### src/rtl/cmp2_share_arbiter.sv
// Two-requester round-robin front end sharing one serial 2-bit magnitude
// comparator; one job in flight, result held in a single-entry response register.
module cmp2_share_arbiter #(
    parameter int WIDTH = 8
) (
    input  logic             clk,
    input  logic             rst_n,
    input  logic             req0_valid,
    input  logic [WIDTH-1:0] req0_a,
    input  logic [WIDTH-1:0] req0_b,
    output logic             req0_ready,
    input  logic             req1_valid,
    input  logic [WIDTH-1:0] req1_a,
    input  logic [WIDTH-1:0] req1_b,
    output logic             req1_ready,
    output logic             rsp_valid,
    input  logic             rsp_ready,
    output logic             rsp_id,
    output logic             rsp_lt,
    output logic             rsp_eq,
    output logic             rsp_gt,
    output logic             busy
);
    localparam int DIGITS = WIDTH / 2;
    localparam int IDX_W  = (DIGITS > 1) ? $clog2(DIGITS) : 1;
    localparam logic [IDX_W-1:0] IDX_TOP = IDX_W'(DIGITS - 1);

    typedef enum logic [1:0] {IDLE, CMP, RESP} state_t;

    state_t           state_q;
    logic [WIDTH-1:0] a_q, b_q;
    logic [IDX_W-1:0] idx_q, idx_d;
    logic             id_q;
    logic             last_grant_q;
    logic             rsp_valid_q, rsp_id_q, rsp_lt_q, rsp_eq_q, rsp_gt_q;
    logic             busy_q;

    logic             grant;
    logic             take;
    logic [1:0]       a_dig [DIGITS];
    logic [1:0]       b_dig [DIGITS];
    logic [1:0]       cur_a, cur_b;

    // Contention goes to whoever did not win last; a lone requester always wins.
    assign grant      = req1_valid && (!req0_valid || !last_grant_q);
    assign take       = (state_q == IDLE) && (req0_valid || req1_valid);
    assign req0_ready = (state_q == IDLE) && req0_valid && !grant;
    assign req1_ready = (state_q == IDLE) && req1_valid && grant;

    generate
        for (genvar gi = 0; gi < DIGITS; gi++) begin : g_dig
            assign a_dig[gi] = a_q[2*gi +: 2];
            assign b_dig[gi] = b_q[2*gi +: 2];
        end
    endgenerate

    assign cur_a = a_dig[idx_q];
    assign cur_b = b_dig[idx_q];
    assign idx_d = idx_q - IDX_W'(1);

    always_ff @(posedge clk or negedge rst_n) begin
        if (!rst_n) begin
            state_q      <= IDLE;
            a_q          <= '0;
            b_q          <= '0;
            idx_q        <= IDX_TOP;
            id_q         <= 1'b0;
            last_grant_q <= 1'b1;
            rsp_valid_q  <= 1'b0;
            rsp_id_q     <= 1'b0;
            rsp_lt_q     <= 1'b0;
            rsp_eq_q     <= 1'b0;
            rsp_gt_q     <= 1'b0;
            busy_q       <= 1'b0;
        end else begin
            case (state_q)
                IDLE: begin
                    if (take) begin
                        a_q          <= grant ? req1_a : req0_a;
                        b_q          <= grant ? req1_b : req0_b;
                        id_q         <= grant;
                        last_grant_q <= grant;
                        idx_q        <= IDX_TOP;
                        busy_q       <= 1'b1;
                        state_q      <= CMP;
                    end
                end
                CMP: begin
                    // MSB digit first; the first unequal digit settles the result.
                    if (cur_a > cur_b) begin
                        rsp_gt_q    <= 1'b1;
                        rsp_valid_q <= 1'b1;
                        rsp_id_q    <= id_q;
                        state_q     <= RESP;
                    end else if (cur_a < cur_b) begin
                        rsp_lt_q    <= 1'b1;
                        rsp_valid_q <= 1'b1;
                        rsp_id_q    <= id_q;
                        state_q     <= RESP;
                    end else if (idx_q == '0) begin
                        rsp_eq_q    <= 1'b1;
                        rsp_valid_q <= 1'b1;
                        rsp_id_q    <= id_q;
                        state_q     <= RESP;
                    end else begin
                        idx_q <= idx_d;
                    end
                end
                RESP: begin
                    if (rsp_ready) begin
                        rsp_valid_q <= 1'b0;
                        rsp_id_q    <= 1'b0;
                        rsp_lt_q    <= 1'b0;
                        rsp_eq_q    <= 1'b0;
                        rsp_gt_q    <= 1'b0;
                        busy_q      <= 1'b0;
                        state_q     <= IDLE;
                    end
                end
                default: state_q <= IDLE;
            endcase
        end
    end

    assign rsp_valid = rsp_valid_q;
    assign rsp_id    = rsp_id_q;
    assign rsp_lt    = rsp_lt_q;
    assign rsp_eq    = rsp_eq_q;
    assign rsp_gt    = rsp_gt_q;
    assign busy      = busy_q;
endmodule

### config.mk
export PLATFORM = sky130hd
export DESIGN_NAME = cmp2_share_arbiter
export DESIGN_NICKNAME = d
export VERILOG_FILES = /design/src/rtl/cmp2_share_arbiter.sv
export SDC_FILE = /design/constraint.sdc
export NUM_CORES = 1
export LEC_CHECK = 0
export BUFFER_PORTS_ARGS = -buffer_cell sky130_fd_sc_hd__buf_4
export CORE_AREA = 2 2 80 51
export DETAILED_ROUTE_END_ITERATION = 8
export DIE_AREA = 0 0 82 53
export PLACE_DENSITY = 0.69
export REMOVE_ABC_BUFFERS = 1
export SKIP_LAST_GASP = 1
export SLEW_MARGIN = 20
export SYNTH_ARGS = -nofsm -noshare
export SYNTH_HDL_FRONTEND = slang
export SYNTH_SLANG_ARGS = --single-unit
export TNS_END_PERCENT = 20
### constraint.sdc
create_clock -name clk -period 3.2 [get_ports clk]
set_input_delay 0.16 -clock clk [delete_from_list [all_inputs] [get_ports clk]]
set_output_delay 0.16 -clock clk [all_outputs]
set_load 0.02 [all_outputs]
* Word-level counts from Yosys, hierarchy flattened
Cells that the tools add are included.
** Storage, ports and cells
- Register bits after elaboration :: 28
- Logic and storage cells :: 90
- Output and inout bits :: 8
- Input port bits :: 37
** Operators by class
- Eq/ne operators :: 11
- Reduce and logical (&&, ||, !) cells :: 24
- Add/subtract/negate cells :: 1
- Multiplexer cells :: 38
- Bitwise logic cells :: 1
- Magnitude comparators :: 3
** Operators by type and width (count)
- $mux 2 :: 13
- $mux 8 :: 2
- $ne 2x2->1 const B :: 8
- $mux 1 :: 13
- $pmux 1 s2 :: 6
- $reduce_and 3->1 :: 4
- $reduce_and 5->1 :: 2
- $bmux 2 s2 :: 2
- $logic_and 1x1->1 :: 6
- $pmux 2 s3 :: 1
- $reduce_bool 2->1 :: 3
- $logic_not 2->1 :: 2
- $ne 4x4->1 const B :: 1
- $pmux 2 s2 :: 1
- $reduce_and 4->1 :: 1
- $ge 3x3->1 const B :: 1
- $logic_not 1->1 :: 3
- $not 2->3 :: 1
- $eq 2x1->1 const B :: 1
- $eq 2x2->1 const B :: 1
- $gt 2x2->1 :: 1
- $logic_or 1x1->1 :: 2
- $lt 2x2->1 :: 1
- $reduce_and 2->1 :: 1
- $sub 2x1->2 const B :: 1

* Depth between registers and ports, before layout
- Depth after elaboration :: 8
- Depth in mapped cells :: 8

* Worst setup path before layout
Ideal clock, no wire load.
- Kind :: register -> register
- Start :: reg idx_q[0]
- End :: reg state_q[0]
- Cell stages (with the launch flop) :: 8
- Setup time :: 0.125 ns
- Period minus slack after synthesis :: 2.486 ns
- Path slack :: 0.714 ns
- Data arrival time :: 2.361 ns
- Path buffers :: 1
- Path through :: dfstp_2 > buf_2 > mux4_2 > ha_1 > nand2_2 > or3_4 > nand3_4 > mux2_4
** Between the ends
- Longest elaborated chain between the ends :: 8
** Ends and longest elaborated chain
- from (decl) :: line 32 : logic [IDX_W-1:0] idx_q, idx_d;
- from (signal assigned) :: line 106 : idx_q <= idx_d;
- $not 2->3 (implied by the code) :: line 57, 58
- $bmux 2 s2, on equally long branches :: line 57, 58
- $mux 2, on equally long branches (2 in series) :: line 57, 58
- $lt 2x2->1 :: line 95 : end else if (cur_a < cur_b) begin
- $mux 2 :: line 95
- $mux 2 :: line 90 : if (cur_a > cur_b) begin
- $pmux 2 s3 :: line 76 : case (state_q)
- to (signal assigned) :: line 85 : state_q <= CMP;
- to (signal assigned) :: line 94 : state_q <= RESP;
- to (signal assigned) :: line 99 : state_q <= RESP;
- to (decl) :: line 30 : state_t state_q;
Several ways; a longest one is shown, not always the timed one. The select of a mux whose other input is x is not followed.
A chain may end at the register's enable or synchronous reset.

* Final worst setup path
- Start :: reg idx_q[0]
- End :: reg state_q[1]
The elaborated chain is that of the path after synthesis.

==> qor.csv <==
metric,value,unit
residual DRC count,0,
total wire length,3170,um
worst min path class,input pin to flip-flop,
P&R area growth vs syn,26.2,%
deepest clock path buffer count,2,
overall die height,53,um
most common flop cell mapped by yosys,dfrtp_1,
TritonCTS buffer count,3,
clock latency on the worst-skew pair,0.27,ns
GR Util met3,4.61,%
number of synthesized flops with an enable pin,0,
pin slew with the least headroom to its limit,0.786,ns
most common cell in the synthesized netlist,dfrtp_1,
number of search-and-repair iterations in the first detailed-routing pass,4,
R2R depth,6,
"Async S/R FF share, synth",100,%
final weighted congestion in routability-driven placement,0.873,
reg2reg end,state_q[1],
Post-Syn Instances,147,
global routing met1 resource utilization,23.6,%
mean area per synthesized cell,10.8,um^2
horizontal die dimension,82,um
wire length of the first global-routing pass,5530,um
antenna diode instance count,0,
leak pwr,0.968,nW
fraction of post-synthesis cell area in the top cell type by area,39.6,%
largest net degree at the start of global routing,35,
number of register bits inferred by synthesis,28,
normalized max-slew margin,47.4,%
CP Data Required Time,3.36,ns
initial antenna violation count,0,
post-synth cell types,34,
remaining number of nets flagged by the antenna check after routing,0,
most crowded layer after global routing,met2,
sort of element at the start of the critical path,flip-flop,
worst vdd ir,0.000359,V
Final Net Count,233,
top post-synthesis cells by count,"25 x dfrtp_1, 23 x nand2_1, 18 x o21ai_1",
core area,3570,um^2
Final TNS setup,0,ns
cell type with the largest total area after synthesis,dfrtp_1,
"number of standard cells in the layout, taps in and fillers out",236,
total design power,1.86,mW
sort of element at the end of the critical path,flip-flop,
CP endpoint,state_q[1],
start point of the critical path,idx_q[0],
share of final-layout standard cells stronger than drive strength 1,34.4,%
outcome,"complete, no violations",
number of pins with negative max-slew slack in the final report,0,
number of clock sinks seen by CTS,28,
Total Die Area,4350,um^2
cell count after placement,231,
maximum clock skew at final layout,0.00211,ns
via count of the first global-routing pass,1230,
total setup violations reported at the end of the flow,0,
root buf cell,clkbuf_8,
Max-Cap Viols,0,
DPL Wire Length,2480,um
netlist area before placement,1580,um^2
yosys synthesis warning count,0,
via count,1212,
number of buffers added on ports,44,
type of the setup path with the least slack,flip-flop to flip-flop,
"Hold Vio Cnt, Final",0,
unrepaired setup endpoints after global routing,no,
detailed-route wire length per cell,13.4,um
depth of the CTS H-tree,1,
worst reg2reg setup slack,0.69,ns
num rows,17,
starting density of the core,44.3,%
highest clock rate,399,MHz
sequential element share of the synthesized area,44.5,%
"Remaining Overflow, GRT",0,
GR met2 Demand/Resource,27.5,%
initial drt markers,85,
TritonCTS clock tree,done,
final cycle utilization of the critical path,78.4,%
Power Dens Cells,933,nW/um^2
Boundary Pins,45,
Filler cells,345,
post-cts sizing count,0,
maximum fanout count along the critical path,7,
via count normalized by instance count,5.14,
shortest period the worst path allows,2.51,ns
startpoint of the worst-slack reg-to-reg timing path,idx_q[0],
GR Util All Layers,17.1,%
Worst-path clk slew,0.09,ns
worst endpoint data arrival time,2.67,ns
Area contributors post-synth,"dfrtp_1 40%, mux2i_1 10%, o21ai_1 5.7%, mux4_2 5.7%, nand2_1 5.5%",
-- power by group --
group	internal [mW]	total [mW]	switching, mW
registers	0.533	0.649	0.116
clock network	0.110	0.215	0.105
logic	0.478	0.999	0.521
total	1.12	1.86	0.742
-- cell families (layout without fill, tap and decap cells) --
family          after synthesis  after routing  share of synthesized area (%)
compound gates               34             34                           13.6
flops                        28             28                           44.5
buf+inv                      15             57                           5.38
simple gates                 40             40                           12.6
fa+ha+maj                     6              6                           4.75
mux                          24             24                           19.1
-- metrics by stage --
stage / hold slack, ns / setup WS [ns] / utilization (%) / cell area, um^2
final: 0.0851 / 0.692 / 55.8 / 2000
after global placement: 0.0900 / 0.747 / 53.8 / 1920
after CTS: 0.0690 / 0.670 / 55.6 / 1990
after detailed placement: 0.0990 / 0.701 / 53.8 / 1920
after global routing: 0.0923 / 0.601 / 55.8 / 2000
after floorplan: -0.136 / 0.790 / - / 1520
-- cell usage in the layout, fill, tap and decap left out --
cell	netlist	final
buf_4	1	45
dfrtp_1	25	25
nand2_1	23	23
o21ai_1	18	17
mux2i_1	16	16
inv_1	7	7
ha_1	6	6
mux4_2	4	4
clkbuf_8	0	4
nor2_1	3	3
nor2b_1	3	3
a21o_1	3	3
a21oi_1	3	3
dfstp_2	3	3
nand2_2	2	2
mux2_1	2	2
nand2b_1	2	2
mux2_4	2	2
a31oi_1	2	2
nand3_1	2	2
a32o_1	2	2
a21boi_2	1	1
and2_1	1	1
o21ai_4	0	1
o21ai_2	1	1
o2111ai_1	1	1
or3_4	1	1
nand3_4	1	1
a22o_1	1	1
or2_1	1	1
o2bb2ai_1	1	1
nand4_1	1	1
o221ai_1	1	1
dlygate4sd3_1	0	1
-- worst max-delay path, stage by stage, from the launching register on --
cell	delay, ns
dfstp_2	0.64
mux4_2	0.52
ha_1	0.32
nand2_2	0.09
or3_4	0.43
nand3_4	0.10
mux2_4	0.30
-- state kept, by name, indices dropped and copies added (netlist names) --
register / flops
b_q: 8
rsp_eq: 1
a_q: 8
rsp_valid: 1
busy: 1
state_q: 2
id_q: 1
rsp_lt: 1
idx_q: 2
rsp_gt: 1
last_grant_q: 1
rsp_id: 1
-- layout make-up --
cell class | count | area [um^2] | share of cell area, %
Multi-Input combinational cell | 104 | 803 | 40.3
Sequential cell | 28 | 704 | 35.3
Timing Repair Buffer | 46 | 348 | 17.4
Tap cell | 47 | 58.8 | 2.95
Clock buffer | 4 | 55.1 | 2.76
Inverter | 7 | 26.3 | 1.32
-- worst min path at each step --
| stage | start | end | slack (ns) | depth (start not counted) |
|---|---|---|---|---|
| 2_1_floorplan | rst_n | a_q[0] | -0.14 | 0 |
| 3_3_place_gp | rst_n | a_q[4] | 0.09 | 1 |
| 3_5_place_dp | rst_n | a_q[4] | 0.1 | 1 |
| 4_1_cts | req0_valid | last_grant_q | 0.07 | 2 |
| 5_1_grt | req0_valid | last_grant_q | 0.09 | 2 |
| 6_report | req0_valid | last_grant_q | 0.09 | 2 |
-- what timing repair did --
action | 4_1_cts | 5_1_grt
setup endpoints to repair | 0 | 0
hold buffers | 1 | 0
setup buffers | 0 | 0
endpoints found under the hold margin | 25 | 0
-- routing by layer --
metal	vias up	routed length, um
met5	-	0
met4	0	7
met3	2	179
li1	601	-
met2	34	1490
met1	575	1490
Note: power is estimated with default switching activity, not from simulation.
